===== src/rtl/spi_master_param.sv =====
// Parametrised SPI master: 1..WIDTH_MAX bit transfers, all four modes,
// programmable SCLK half-period, automatic chip-select.
module spi_master_param #(
  parameter int WIDTH_MAX = 32,
  parameter int DIV_WIDTH = 8,
  parameter int LEN_WIDTH = $clog2(WIDTH_MAX)
) (
  input  logic                 raw_clk,
  input  logic                 reset,
  input  logic                 start,
  input  logic [LEN_WIDTH-1:0] len_m1,
  input  logic                 cpol,
  input  logic                 cpha,
  input  logic [DIV_WIDTH-1:0] divisor,
  input  logic [WIDTH_MAX-1:0] data_tx,
  output logic [WIDTH_MAX-1:0] data_rx,
  output logic                 busy,
  output logic                 done,
  output logic                 cs_n,
  output logic                 sclk,
  output logic                 mosi,
  input  logic                 miso
);

  localparam int EW = $clog2(WIDTH_MAX) + 2;
  localparam logic [LEN_WIDTH-1:0] LMAX = LEN_WIDTH'(WIDTH_MAX - 1);

  typedef enum logic [1:0] {IDLE, SHIFT, HOLD} state_t;

  state_t r_state;
  state_t w_next;

  logic [LEN_WIDTH-1:0] r_len_m1;
  logic                 r_cpol;
  logic                 r_cpha;
  logic [DIV_WIDTH-1:0] r_div;
  logic [DIV_WIDTH-1:0] r_cnt;
  logic [WIDTH_MAX-1:0] r_tx;
  logic [WIDTH_MAX-1:0] r_rx;
  logic [WIDTH_MAX-1:0] r_data_rx;
  logic [EW-1:0]        r_edge;
  logic [LEN_WIDTH-1:0] r_bit;
  logic                 r_sclk;
  logic                 r_mosi;
  logic                 r_cs_n;
  logic                 r_busy;
  logic                 r_done;

  logic                 w_accept;
  logic                 w_tick;
  logic                 w_toggle;
  logic                 w_hold_end;
  logic                 w_lead;
  logic                 w_last;
  logic [EW-1:0]        w_k;
  logic [EW-1:0]        w_two_len;
  logic [LEN_WIDTH-1:0] w_len_cl;
  logic [LEN_WIDTH-1:0] w_bit_nx;
  logic [WIDTH_MAX-1:0] w_rx_sh;

  assign w_len_cl  = (len_m1 >= LMAX) ? LMAX : len_m1;
  assign w_k       = r_edge + EW'(1);
  assign w_two_len = ({{(EW-LEN_WIDTH){1'b0}}, r_len_m1} + EW'(1)) << 1;
  assign w_last    = (w_k == w_two_len);
  assign w_lead    = ~r_edge[0];
  assign w_tick    = (r_cnt == r_div);
  assign w_bit_nx  = r_bit - LEN_WIDTH'(1);
  assign w_rx_sh   = {r_rx[WIDTH_MAX-2:0], miso};

  always_ff @(posedge raw_clk) begin
    if (reset) r_state <= IDLE;
    else       r_state <= w_next;
  end

  // A start arriving alongside done is dropped; it is taken a cycle later.
  always_comb begin
    w_next     = r_state;
    w_accept   = 1'b0;
    w_toggle   = 1'b0;
    w_hold_end = 1'b0;
    unique case (r_state)
      IDLE: begin
        if (start && !r_done) begin
          w_accept = 1'b1;
          w_next   = SHIFT;
        end
      end
      SHIFT: begin
        if (w_tick) begin
          w_toggle = 1'b1;
          if (w_last) w_next = HOLD;
        end
      end
      HOLD: begin
        if (w_tick) begin
          w_hold_end = 1'b1;
          w_next     = IDLE;
        end
      end
      default: w_next = IDLE;
    endcase
  end

  always_ff @(posedge raw_clk) begin
    if (reset) begin
      r_len_m1  <= '0;
      r_cpol    <= 1'b0;
      r_cpha    <= 1'b0;
      r_div     <= '0;
      r_cnt     <= '0;
      r_tx      <= '0;
      r_rx      <= '0;
      r_data_rx <= '0;
      r_edge    <= '0;
      r_bit     <= '0;
      r_sclk    <= 1'b0;
      r_mosi    <= 1'b0;
      r_cs_n    <= 1'b1;
      r_busy    <= 1'b0;
      r_done    <= 1'b0;
    end else begin
      r_done <= 1'b0;
      if (r_state == IDLE) begin
        r_sclk <= cpol;
        r_mosi <= 1'b0;
        r_cs_n <= 1'b1;
      end
      if (w_accept) begin
        r_len_m1 <= w_len_cl;
        r_cpol   <= cpol;
        r_cpha   <= cpha;
        r_div    <= divisor;
        r_tx     <= data_tx;
        r_cnt    <= '0;
        r_edge   <= '0;
        r_rx     <= '0;
        r_bit    <= w_len_cl;
        r_cs_n   <= 1'b0;
        r_busy   <= 1'b1;
        r_mosi   <= cpha ? 1'b0 : data_tx[w_len_cl];
      end
      if (r_state != IDLE) begin
        r_cnt <= w_tick ? '0 : r_cnt + DIV_WIDTH'(1);
      end
      if (w_toggle) begin
        r_sclk <= ~r_sclk;
        r_edge <= w_k;
        if (w_lead) begin
          if (!r_cpha) begin
            r_rx <= w_rx_sh;
          end else begin
            r_mosi <= r_tx[r_bit];
            r_bit  <= w_bit_nx;
          end
        end else begin
          if (r_cpha) begin
            r_rx <= w_rx_sh;
          end else if (!w_last) begin
            r_mosi <= r_tx[w_bit_nx];
            r_bit  <= w_bit_nx;
          end
        end
      end
      if (w_hold_end) begin
        r_cs_n    <= 1'b1;
        r_busy    <= 1'b0;
        r_done    <= 1'b1;
        r_mosi    <= 1'b0;
        r_sclk    <= r_cpol;
        r_data_rx <= r_rx;
      end
    end
  end

  assign data_rx = r_data_rx;
  assign busy    = r_busy;
  assign done    = r_done;
  assign cs_n    = r_cs_n;
  assign sclk    = r_sclk;
  assign mosi    = r_mosi;

endmodule


===== config.mk =====
export PLATFORM = sky130hd
export DESIGN_NAME = spi_master_param
export DESIGN_NICKNAME = d
export VERILOG_FILES = /design/src/rtl/spi_master_param.sv
export SDC_FILE = /design/constraint.sdc
export NUM_CORES = 1
export LEC_CHECK = 0
export CORE_MARGIN = 4
export CORE_UTILIZATION = 55
export CTS_CLUSTER_DIAMETER = 80
export DETAILED_ROUTE_END_ITERATION = 8
export DONT_BUFFER_PORTS = 1
export PLACE_DENSITY = 0.79
export SLEW_MARGIN = 10
export SYNTH_ARGS = -nofsm -noshare
export SYNTH_HDL_FRONTEND = slang
export SYNTH_SLANG_ARGS = --single-unit

===== constraint.sdc =====
create_clock -name raw_clk -period 3.3 [get_ports raw_clk]
set_clock_uncertainty 0.1 [all_clocks]
set_input_delay 0.495 -clock raw_clk [delete_from_list [all_inputs] [get_ports raw_clk]]
set_output_delay 0.495 -clock raw_clk [all_outputs]
set_load 0.005 [all_outputs]

==> results of run 1 <==
==> per-layer routing <==
layer	vias to the layer above	GRT usage (%)	routed length, µm
met5	-	0	0
li1	2329	-	-
met1	2362	27.9	5780
met3	19	5.57	938
met4	0	9.34	248
met2	162	36.7	7030
==> cells in the mapped netlist (all sizes together) <==
| cell | n |
|---|---|
| mux2i | 4 |
| and2 | 1 |
| nand3 | 40 |
| and3 | 8 |
| nor3 | 8 |
| or3 | 1 |
| dfxtp | 138 |
| nor2b | 5 |
| xor3 | 1 |
| nand2b | 1 |
| a21oi | 99 |
| a221oi | 1 |
| nor2 | 20 |
| a41oi | 1 |
| nand2 | 148 |
| nand4 | 1 |
| o21ai | 17 |
| buf | 15 |
| xnor2 | 10 |
| ha | 4 |
| a311oi | 2 |
| mux2 | 1 |
| nand3b | 6 |
| a2111o | 1 |
| o2bb2ai | 3 |
| a21boi | 1 |
| a211oi | 2 |
| o221a | 1 |
| a22o | 32 |
| inv | 3 |
| a22oi | 2 |
| nor3b | 6 |
| o21a | 2 |
| mux4 | 30 |
| a2111oi | 1 |
| or2 | 1 |
| clkbuf | 35 |
| xor2 | 14 |
| nor4 | 2 |
==> worst paths after layout <==
path / from / endpoint / slack, ps / cells after the start
worst min register to register: r_cpol / r_cpol / 360 / 2
worst max register to register: r_edge[0] / r_bit[1] / 510 / 8
worst min-delay path: reset / r_rx[13] / 50 / 1
worst max-delay path: r_edge[0] / r_bit[1] / 510 / 8
==> stage by stage <==
stage / area [µm²] / utilization, %
finish: 6800 / 62.2
global route: 6800 / 62.2
CTS: 6800 / 62.2
detailed placement: 6210 / 56.8
global placement: 6210 / 56.8
floorplan: 6180 / -
==> power by group through the flow <==
stage	clock network [mW]	registers, mW	logic, mW
2_1_floorplan	0	1.78	0.333
3_3_place_gp	0	1.80	0.360
3_5_place_dp	0	1.80	0.375
4_1_cts	1.92	1.77	0.378
5_1_grt	1.98	1.77	0.415
6_report	1.90	1.77	0.376
==> logic make-up (layout without fill, tap and decap cells) <==
group / Yosys count / after routing / share of synthesized area [%]
compound gates: 165 / 165 / 16.7
xor+xnor: 25 / 25 / 3.79
fa+ha+maj: 4 / 4 / 0.810
buf+inv: 53 / 45 / 4.13
flops: 138 / 138 / 44.7
mux: 35 / 35 / 11.8
simple gates: 248 / 248 / 18.1
==> flip-flops by register name, summed over array words and instances (netlist names), 2 cells and up <==
signal    flops
data_rx      32
r_state       2
r_bit         5
r_edge        7
r_rx         32
r_len_m1      5
r_cnt         8
r_div         8
r_tx         32
==> final cells by class <==
| type | instances | share of cell area, % |
|---|---|---|
| inverters | 3 | 0.166 |
| well taps | 140 | 2.58 |
| flip-flops and latches | 138 | 40.6 |
| repair buffers | 10 | 1.10 |
| clock buffers | 24 | 6.94 |
| clock inverters | 8 | 1.73 |
| multi-input cells | 477 | 46.8 |
==> summary.txt, run 1 <==
Worst setup path
  – Critical-path maximum fanout: 11
  – Critical Path RT: ~3500 ps
  – Critical path launch point type: flop
  – Top delay family on crit path: simple AND/OR/NAND/NOR gates
  – Crit path max-delay cell type: a2111o_1
  – Worst path max stage delay: ~560 ps
  – CP Buf/Inv Count: 0
  – Critical-path cell list: ha_1, and3_4, and3_4, xor2_1, or3_4, a2111o_1, a21oi_1, a211oi_1
  – Worst path arrival time: ~3000 ps
  – Kind of critical path: reg -> reg
  – Most used cell, CP: and3_4
  – Crit path capture type: flop

Layout
  – Share of cells above drive strength 1: between 10 and 15%
  – Nets: around 700
  – Area occupied by multi-input gates: roughly 3200 µm²
  – FF+latch area: between 2000 and 3000 µm²
  – Most frequent cells in the layout: nand2_1, dfxtp_1, a21oi_1
  – Syn-to-layout area delta: 10.0%
  – Filler-free cell count of the finished design: 800
  – Antenna diodes: 0
  – Commonest non-fill, non-tap cell in the layout: nand2_1
  – Fillers: 880

Timing
  – Achievable Freq: approximately 0.36 GHz
  – WHS: about 55 ps
  – Final setup violation count: 0
  – Final hold vios: 0
  – Fin. max-slew vios: 0
  – Tightest Pin Transition: 1070 ps
  – Period minus WS final: 2790 ps
  – RSZ-0062 raised after global routing: no
  – Relative slew slack: 28.6%
  – Final worst setup slack: between 500 and 600 ps
  – Period utilization: 84.6%
  – Setup_tns: 0 ps

Placed design
  – Pre-CTS setup slack: roughly 550 ps
  – Buffers on Ports: 0
  – Placer Congestion: between 0.8 and 0.9
  – Inst Count DP: around 770
  – HPWL after DPL: approximately 9500 µm

Power
  – Clk network pwr share: a little under half
  – Sequential Power Share: roughly 44%
  – Psw: a little over 0.9 mW
  – Power Internal: about 3.1 mW
  – Pwr dens: between 500 and 600 nW/µm²
  – Sw frac: between 20% and 30%
  – Leakage: roughly 2.4 nW
  – Overall Power: 4.04 mW
  – Combinational share of power: roughly a tenth
  – Peak supply drop: a little over 400 µV

Synth
  – Post-Syn Area: between 6000 and 7000 µm²
  – Area contributors post-synth: dfxtp_1, mux4_2, nand2_1
  – Cell taking the most area after synthesis: dfxtp_1
  – Mapped Nets: 723
  – Syn_area_per_cell: around 9.2 µm²
  – Yosys reg bits: 138
  – Synth top area share: 44.7%
  – Register area share after synthesis: around 45%
  – Yosys Warn Count: 0
  – Unique masters post-synth: 47
  – Post-synthesis cell count: 668

Run status
  – Status: completed

Clock network
  – Clock transition at the registers of the reported paths: roughly 60 ps
  – Worst skew pair latency: around 420 ps
  – Max clock buf depth: 2
  – Setup Buffers After CTS: 0
  – Post-CTS Resized: 0
  – CTS tree: built
  – TritonCTS Sinks: approximately 140
  – Htree depth: 4
  – Hold buffer count at cts: 0
  – Total clock buffers created by CTS: 17
  – CTS root buf: clkbuf_16

Floorplan
  – Chip width: around 110 µm
  – Die area: about 13000 µm²
  – Die height: 114 µm
  – Initial Utilization: 56.5%
  – I/O Pins: 88
  – Core Rows: 38
  – CORE AREA: 10900 µm²

Route
  – DRT Pass-1 Iters: 5
  – Vias: 4872
  – Wire per inst: approximately 17 µm
  – Initial DRC count: 462
  – DRC Markers: 0
  – Post-route ant nets: 0
  – Via/cell ratio: between 6 and 7
  – WL final: 14000 µm

GRT
  – First-pass GRT wire length: roughly 23000 µm
  – Vias in the first global route: between 4000 and 5000
  – Largest net degree at the start of global routing: 103
  – Total global routing overflow: 0
  – Initial antenna violation count: 0
  – Gr usage total: approximately 22%

Flow run
  – Maxcap violations: 0

Worst hold path
  – Min-delay worst type: in -> reg
No activity file was read; power rests on OpenSTA's default activity.
==> run 2: changes to the inputs <==
PLACE_DENSITY = 0.82   (was 0.79)
clock period = 2.5 ns   (was 3.3 ns; I/O delays follow)
==> run 2 against run 1 <==
Compared with the run above:
- count of clock-buffer cells in the layout shrank 6
- fmax grew 13%
- clock power grew 30%
- utilization grew 5.0 points
- cell area grew 8.0%
- critical path depth is the same
- largest cell class unchanged
==> summary.txt, run 2 (synthesis results as in run 1) <==
Route
  – Wire per inst: 18.4 µm (was 17.5 µm)
  – DRT Pass-1 Iters: 6 (was 5)
  – WL final: 15600 µm (was 14000 µm)
  – Post-route ant nets: 0 (unchanged)
  – Via/cell ratio: 6.18 (was 6.09)
  – DRC Markers: 0 (unchanged)
  – Vias: 5238 (was 4872)
  – Initial DRC count: 531 (was 462)

GRT
  – Largest net degree at the start of global routing: 100 (was 103)
  – Vias in the first global route: 5077 (was 4784)
  – Total global routing overflow: 0 (unchanged)
  – First-pass GRT wire length: 25100 µm (was 23300 µm)
  – Gr usage total: 23.8% (was 22.3%)
  – Initial antenna violation count: 0 (unchanged)

Worst setup path
  – CP Buf/Inv Count: 0 (unchanged)
  – Crit path max-delay cell type: a2111o_1 (unchanged)
  – Kind of critical path: reg -> reg (unchanged)
  – Critical Path RT: 2700 ps (was 3490 ps)
  – Critical-path maximum fanout: 7 (was 11)
  – Top delay family on crit path: compound AO/OA/AOI/OAI gates (was simple AND/OR/NAND/NOR gates)
  – Most used cell, CP: and3_4 (unchanged)
  – Worst path max stage delay: 520 ps (was 560 ps)
  – Critical path launch point type: flop (unchanged)
  – Crit path capture type: flop (unchanged)
  – Worst path arrival time: 2670 ps (was 2980 ps)
  – Critical-path cell list: ha_4, and3_4, and3_4, xor2_1, or3_4, a2111o_1, a21oi_1, o2bb2ai_1 (was ha_1, and3_4, and3_4, xor2_1, or3_4, a2111o_1, a21oi_1, a211oi_1)

Clock network
  – Htree depth: 4 (unchanged)
  – Clock transition at the registers of the reported paths: 60 ps (about the same)
  – CTS root buf: clkbuf_16 (unchanged)
  – CTS tree: built (unchanged)
  – Max clock buf depth: 2 (unchanged)
  – TritonCTS Sinks: 138 (unchanged)
  – Worst skew pair latency: 410 ps (was 420 ps)
  – Total clock buffers created by CTS: 17 (unchanged)

Floorplan
  – I/O Pins: 88 (unchanged)
  – Chip width: 114 µm (unchanged)
  – Die area: 13000 µm² (unchanged)
  – Die height: 114 µm (unchanged)
  – Initial Utilization: 56.5% (unchanged)
  – CORE AREA: 10900 µm² (unchanged)
  – Core Rows: 38 (unchanged)

Flow run
  – Maxcap violations: 0 (unchanged)

Timing
  – Period utilization: 98.8% (was 84.6%)
  – Final hold vios: 0 (unchanged)
  – Period minus WS final: 2470 ps (was 2790 ps)
  – Relative slew slack: 62.0% (was 28.6%)
  – WHS: 5.22 ps (was 55.0 ps)
  – Setup_tns: 0 ps (unchanged)
  – Achievable Freq: 0.405 GHz (was 0.358 GHz)
  – RSZ-0062 raised after global routing: yes (was no)
  – Final worst setup slack: 28.8 ps (was 508 ps)
  – Final setup violation count: 0 (unchanged)
  – Fin. max-slew vios: 0 (unchanged)
  – Tightest Pin Transition: 566 ps (was 1070 ps)

Power
  – Peak supply drop: 484 µV (was 406 µV)
  – Leakage: 2.66 nW (was 2.44 nW)
  – Pwr dens: 739 nW/µm² (was 594 nW/µm²)
  – Overall Power: 5.43 mW (was 4.04 mW)

Layout
  – Antenna diodes: 0 (unchanged)
  – Syn-to-layout area delta: 18.9% (was 10.0%)
  – Nets: 749 (was 702)
  – Commonest non-fill, non-tap cell in the layout: nand2_1 (unchanged)
  – Most frequent cells in the layout: nand2_1, dfxtp_1, a21oi_1 (unchanged)
  – Share of cells above drive strength 1: 16.4% (was 12.7%)
  – Fin util: 67.2% (was 62.2%)

Placed design
  – Pre-CTS setup slack: 12.2 ps (was 549 ps)
  – Buffers on Ports: 0 (unchanged)
  – HPWL after DPL: 9920 µm (was 9480 µm)
  – Placer Congestion: 0.862 (was 0.844)

Run status
  – Status: completed (unchanged)

Worst hold path
  – Min-delay worst type: in -> reg (unchanged)
-- run 2: timing repair --
item | CTS | global route
hold buffers | 34 | 0
endpoints found under the hold margin | 99 | 0
endpoints found under the setup margin | 1 | 33
pin swaps | 1 | 6
gates resized for setup | 0 | 13
buffers inserted | 0 | 3
-- run 2: power by group --
| part | leakage, nW | internal (mW) | switching (mW) | total, mW |
|---|---|---|---|---|
| clock network | 0.282 | 1.44 | 1.04 | 2.47 |
| registers | 1.12 | 2.27 | 0.0701 | 2.34 |
| logic | 1.25 | 0.282 | 0.339 | 0.621 |
| total | 2.66 | 3.99 | 1.44 | 5.43 |
-- run 2: metal layers --
layer / global-route usage (%) / wire (µm) / part of all wire, % / vias up
met5: 0 / 0 / 0 / -
met4: 8.63 / 389 / 2.5 / 0
met3: 6.42 / 1110 / 7.1 / 47
met2: 40.3 / 7890 / 51 / 254
met1: 29.3 / 6220 / 40 / 2502
li1: - / - / - / 2435
-- run 2: worst register-to-register path, delay by kind of cell (launching register included) --
kind,cells,cell delay [ps]
flops,1,350
xor+xnor,1,140
fa+ha+maj,1,160
compound gates,3,830
simple gates,3,780
-- run 2: final timing paths --
path                                 start       to  slack [ps]  depth (start not counted)
worst min register to register     r_rx[7]  r_rx[8]         370                          2
worst min-delay path            data_tx[5]  r_tx[5]           5                          2
worst max register to register   r_edge[1]     mosi          30                          8
worst max-delay path             r_edge[1]     mosi          30                          8
-- run 2: area by class of cell --
| cell class | instances | area (µm²) |
|---|---|---|
| multi-input combinational | 477 | 3240 |
| fill | 793 | 3590 |
| clock inverter | 14 | 150 |
| inverter | 3 | 13.8 |
| tap | 140 | 175 |
| clock buffer | 18 | 439 |
| timing repair buffer | 57 | 556 |
| sequential | 138 | 2770 |
-- run 2: through the flow --
stage | area [µm²] | cells
final | 7340 | 847
after global routing | 7340 | 847
after CTS | 7260 | 844
after detailed placement | 6320 | 778
after global placement | 6320 | 778
after floorplan | 6220 | 668
==> run 3: changes to the inputs <==
GPL_ROUTABILITY_DRIVEN = 0   (was not set)
PLACE_DENSITY = 0.79   (was 0.82)
clock period = 3 ns   (was 2.5 ns; I/O delays follow)
==> run 3 against run 2 <==
Compared with the run above:
- global-route usage up 0.42 points
- setup slack better by 400 ps
- via count down 4.4%
- sequential cell count unchanged
- register-to-register slack better by 400 ps
- routed wire length down 3.3%
- count of clock-buffer cells in the layout up 3
- cell count down 5.0%
- hold slack better by 56 ps
- critical endpoint is now r_bit[3]
- largest cell class unchanged
==> summary.txt, run 3 (synthesis results as in run 1) <==
Run status
  – Status: completed (unchanged)

Layout
  – Commonest non-fill, non-tap cell in the layout: nand2_1 (unchanged)
  – Antenna diodes: 0 (unchanged)
  – Share of cells above drive strength 1: 13.5% (was 16.4%)
  – Most frequent cells in the layout: nand2_1, dfxtp_1, a21oi_1 (unchanged)
  – Nets: 707 (was 749)
  – Fillers: 871 (was 793)
  – Syn-to-layout area delta: 12.3% (was 18.9%)

Clock network
  – CTS tree: built (unchanged)
  – CTS root buf: clkbuf_16 (unchanged)
  – Total clock buffers created by CTS: 17 (unchanged)
  – Max clock buf depth: 2 (unchanged)
  – TritonCTS Sinks: 138 (unchanged)
  – Htree depth: 4 (unchanged)
  – Clock transition at the registers of the reported paths: 60 ps (about the same)
  – Post-CTS Resized: 0 (unchanged)
  – Worst skew pair latency: 420 ps (was 410 ps)

Worst setup path
  – Kind of critical path: reg -> reg (unchanged)
  – Critical path origin: r_edge[0] (was r_edge[1])
  – Top delay family on crit path: simple AND/OR/NAND/NOR gates (was compound AO/OA/AOI/OAI gates)
  – Path length in cells of the critical path: 8 (unchanged)
  – Critical-path cell list: ha_1, and3_4, and3_4, xor2_1, or3_4, a2111o_1, mux2i_1, o2bb2ai_1 (was ha_4, and3_4, and3_4, xor2_1, or3_4, a2111o_1, a21oi_1, o2bb2ai_1)
  – Critical path launch point type: flop (unchanged)
  – Critical Path RT: 3240 ps (was 2700 ps)
  – Worst path max stage delay: 550 ps (was 520 ps)
  – Worst path arrival time: 2810 ps (was 2670 ps)
  – R2r startpoint: r_edge[0] (was r_edge[1])
  – Crit path capture type: flop (unchanged)
  – Crit path max-delay cell type: a2111o_1 (unchanged)
  – Critical-path maximum fanout: 7 (unchanged)
  – Most used cell, CP: and3_4 (unchanged)
  – R2R cell count: 8 (unchanged)
  – CP Buf/Inv Count: 0 (unchanged)

GRT
  – Initial antenna violation count: 0 (unchanged)
  – First-pass GRT wire length: 24900 µm (was 25100 µm)
  – Total global routing overflow: 0 (unchanged)
  – Largest net degree at the start of global routing: 62 (was 100)
  – Vias in the first global route: 5034 (was 5077)
  – Gr usage total: 24.3% (was 23.8%)

Route
  – Wire per inst: 18.7 µm (was 18.4 µm)
  – Met3 WL: 1060 µm (was 1110 µm)
  – DRC Markers: 0 (unchanged)
  – Post-route ant nets: 0 (unchanged)
  – DRT Pass-1 Iters: 7 (was 6)
  – Top layer in use: met4 (unchanged)
  – Vias: 5008 (was 5238)
  – Initial DRC count: 341 (was 531)
  – Via/cell ratio: 6.22 (was 6.18)
  – DRT met1 WL: 5990 µm (was 6220 µm)
  – WL met2: 7710 µm (was 7890 µm)
  – WL final: 15100 µm (was 15600 µm)

Timing
  – Achievable Freq: 0.389 GHz (was 0.405 GHz)
  – Fin. max-slew vios: 0 (unchanged)
  – WHS: 61.0 ps (was 5.22 ps)
  – Setup_tns: 0 ps (unchanged)
  – Relative slew slack: 23.3% (was 62.0%)
  – Final hold vios: 0 (unchanged)
  – Tightest Pin Transition: 1150 ps (was 566 ps)
  – Period minus WS final: 2570 ps (was 2470 ps)
  – RSZ-0062 raised after global routing: no (was yes)
  – Period utilization: 85.7% (was 98.8%)
  – Final setup violation count: 0 (unchanged)

Worst hold path
  – Min-delay worst type: in -> reg (unchanged)
  – Min-delay src: cpol (was data_tx[5])
  – Hold Path Cell Cnt: 2 (unchanged)

Floorplan
  – CORE AREA: 10900 µm² (unchanged)
  – Die height: 114 µm (unchanged)
  – Chip width: 114 µm (unchanged)
  – Initial Utilization: 56.5% (unchanged)
  – Core Rows: 38 (unchanged)
  – I/O Pins: 88 (unchanged)
  – Die area: 13000 µm² (unchanged)

Power
  – Peak supply drop: 523 µV (was 484 µV)
  – Pwr dens: 676 nW/µm² (was 739 nW/µm²)
  – Leakage: 2.50 nW (was 2.66 nW)

Flow run
  – Maxcap violations: 0 (unchanged)

Placed design
  – HPWL after DPL: 9700 µm (was 9920 µm)
  – Buffers on Ports: 0 (unchanged)
## run 3: cell count changes in the layout (fill, tap and decap cells not counted), sizes merged
cell | previous run | this run
dlygate4sd3 | 33 | 2
buf | 24 | 13
inv | 12 | 3
bufinv | 1 | 5
clkbuf | 18 | 21
clkinv | 1 | 4
clkinvlp | 3 | 2
## run 3: worst paths after layout
| path | to | slack (ps) |
|---|---|---|
| hold reg to reg | r_rx[18] | 370 |
| hold / removal | r_cpol | 60 |
| setup / recovery | r_bit[3] | 430 |
| setup reg to reg | r_bit[3] | 430 |
## run 3: metal layers
metal	vias up	GRT usage, %
li1	2345	-
met2	199	41.0
met5	-	0
met3	34	6.84
met1	2430	28.9
met4	0	10.5
## run 3: worst reg2reg max path: stages, from the launching register on
cell and delay (ps):
dfxtp_1 310, ha_1 240, and3_4 210, and3_4 200
xor2_1 140, or3_4 390, a2111o_1 550, mux2i_1 170
o2bb2ai_1 190
## run 3: area by class of cell
| type | instances | area (µm²) | area share [%] |
|---|---|---|---|
| Clock buffer | 21 | 460 | 6.64 |
| Inverter | 3 | 11.3 | 0.162 |
| Timing Repair Buffer | 15 | 150 | 2.16 |
| Tap cell | 140 | 175 | 2.53 |
| Clock inverter | 11 | 193 | 2.78 |
| Multi-Input combinational cell | 477 | 3180 | 45.9 |
| Sequential cell | 138 | 2760 | 39.8 |
## run 3: stage by stage
step / instance area, µm² / total power, mW / std cells / utilization, % / setup WS, ps
after floorplan: 6180 / 2.33 / 668 / - / 101
after global placement: 6220 / 2.38 / 769 / 56.8 / 550
after detailed placement: 6220 / 2.40 / 769 / 56.8 / 478
after CTS: 6940 / 4.71 / 805 / 63.4 / 464
after global routing: 6940 / 4.84 / 805 / 63.4 / 278
final: 6940 / 4.69 / 805 / 63.4 / 430
## run 3: timing repair
item	in CTS	in global routing
buffers inserted	0	0
endpoints found under the hold margin	61	0
hold buffers	4	0
## run 3: where the power goes
part / switching, mW / leakage, nW / internal (mW)
logic: 0.271 / 1.07 / 0.189
registers: 0.0516 / 1.12 / 1.89
clock network: 0.771 / 0.313 / 1.52
total: 1.09 / 2.50 / 3.59
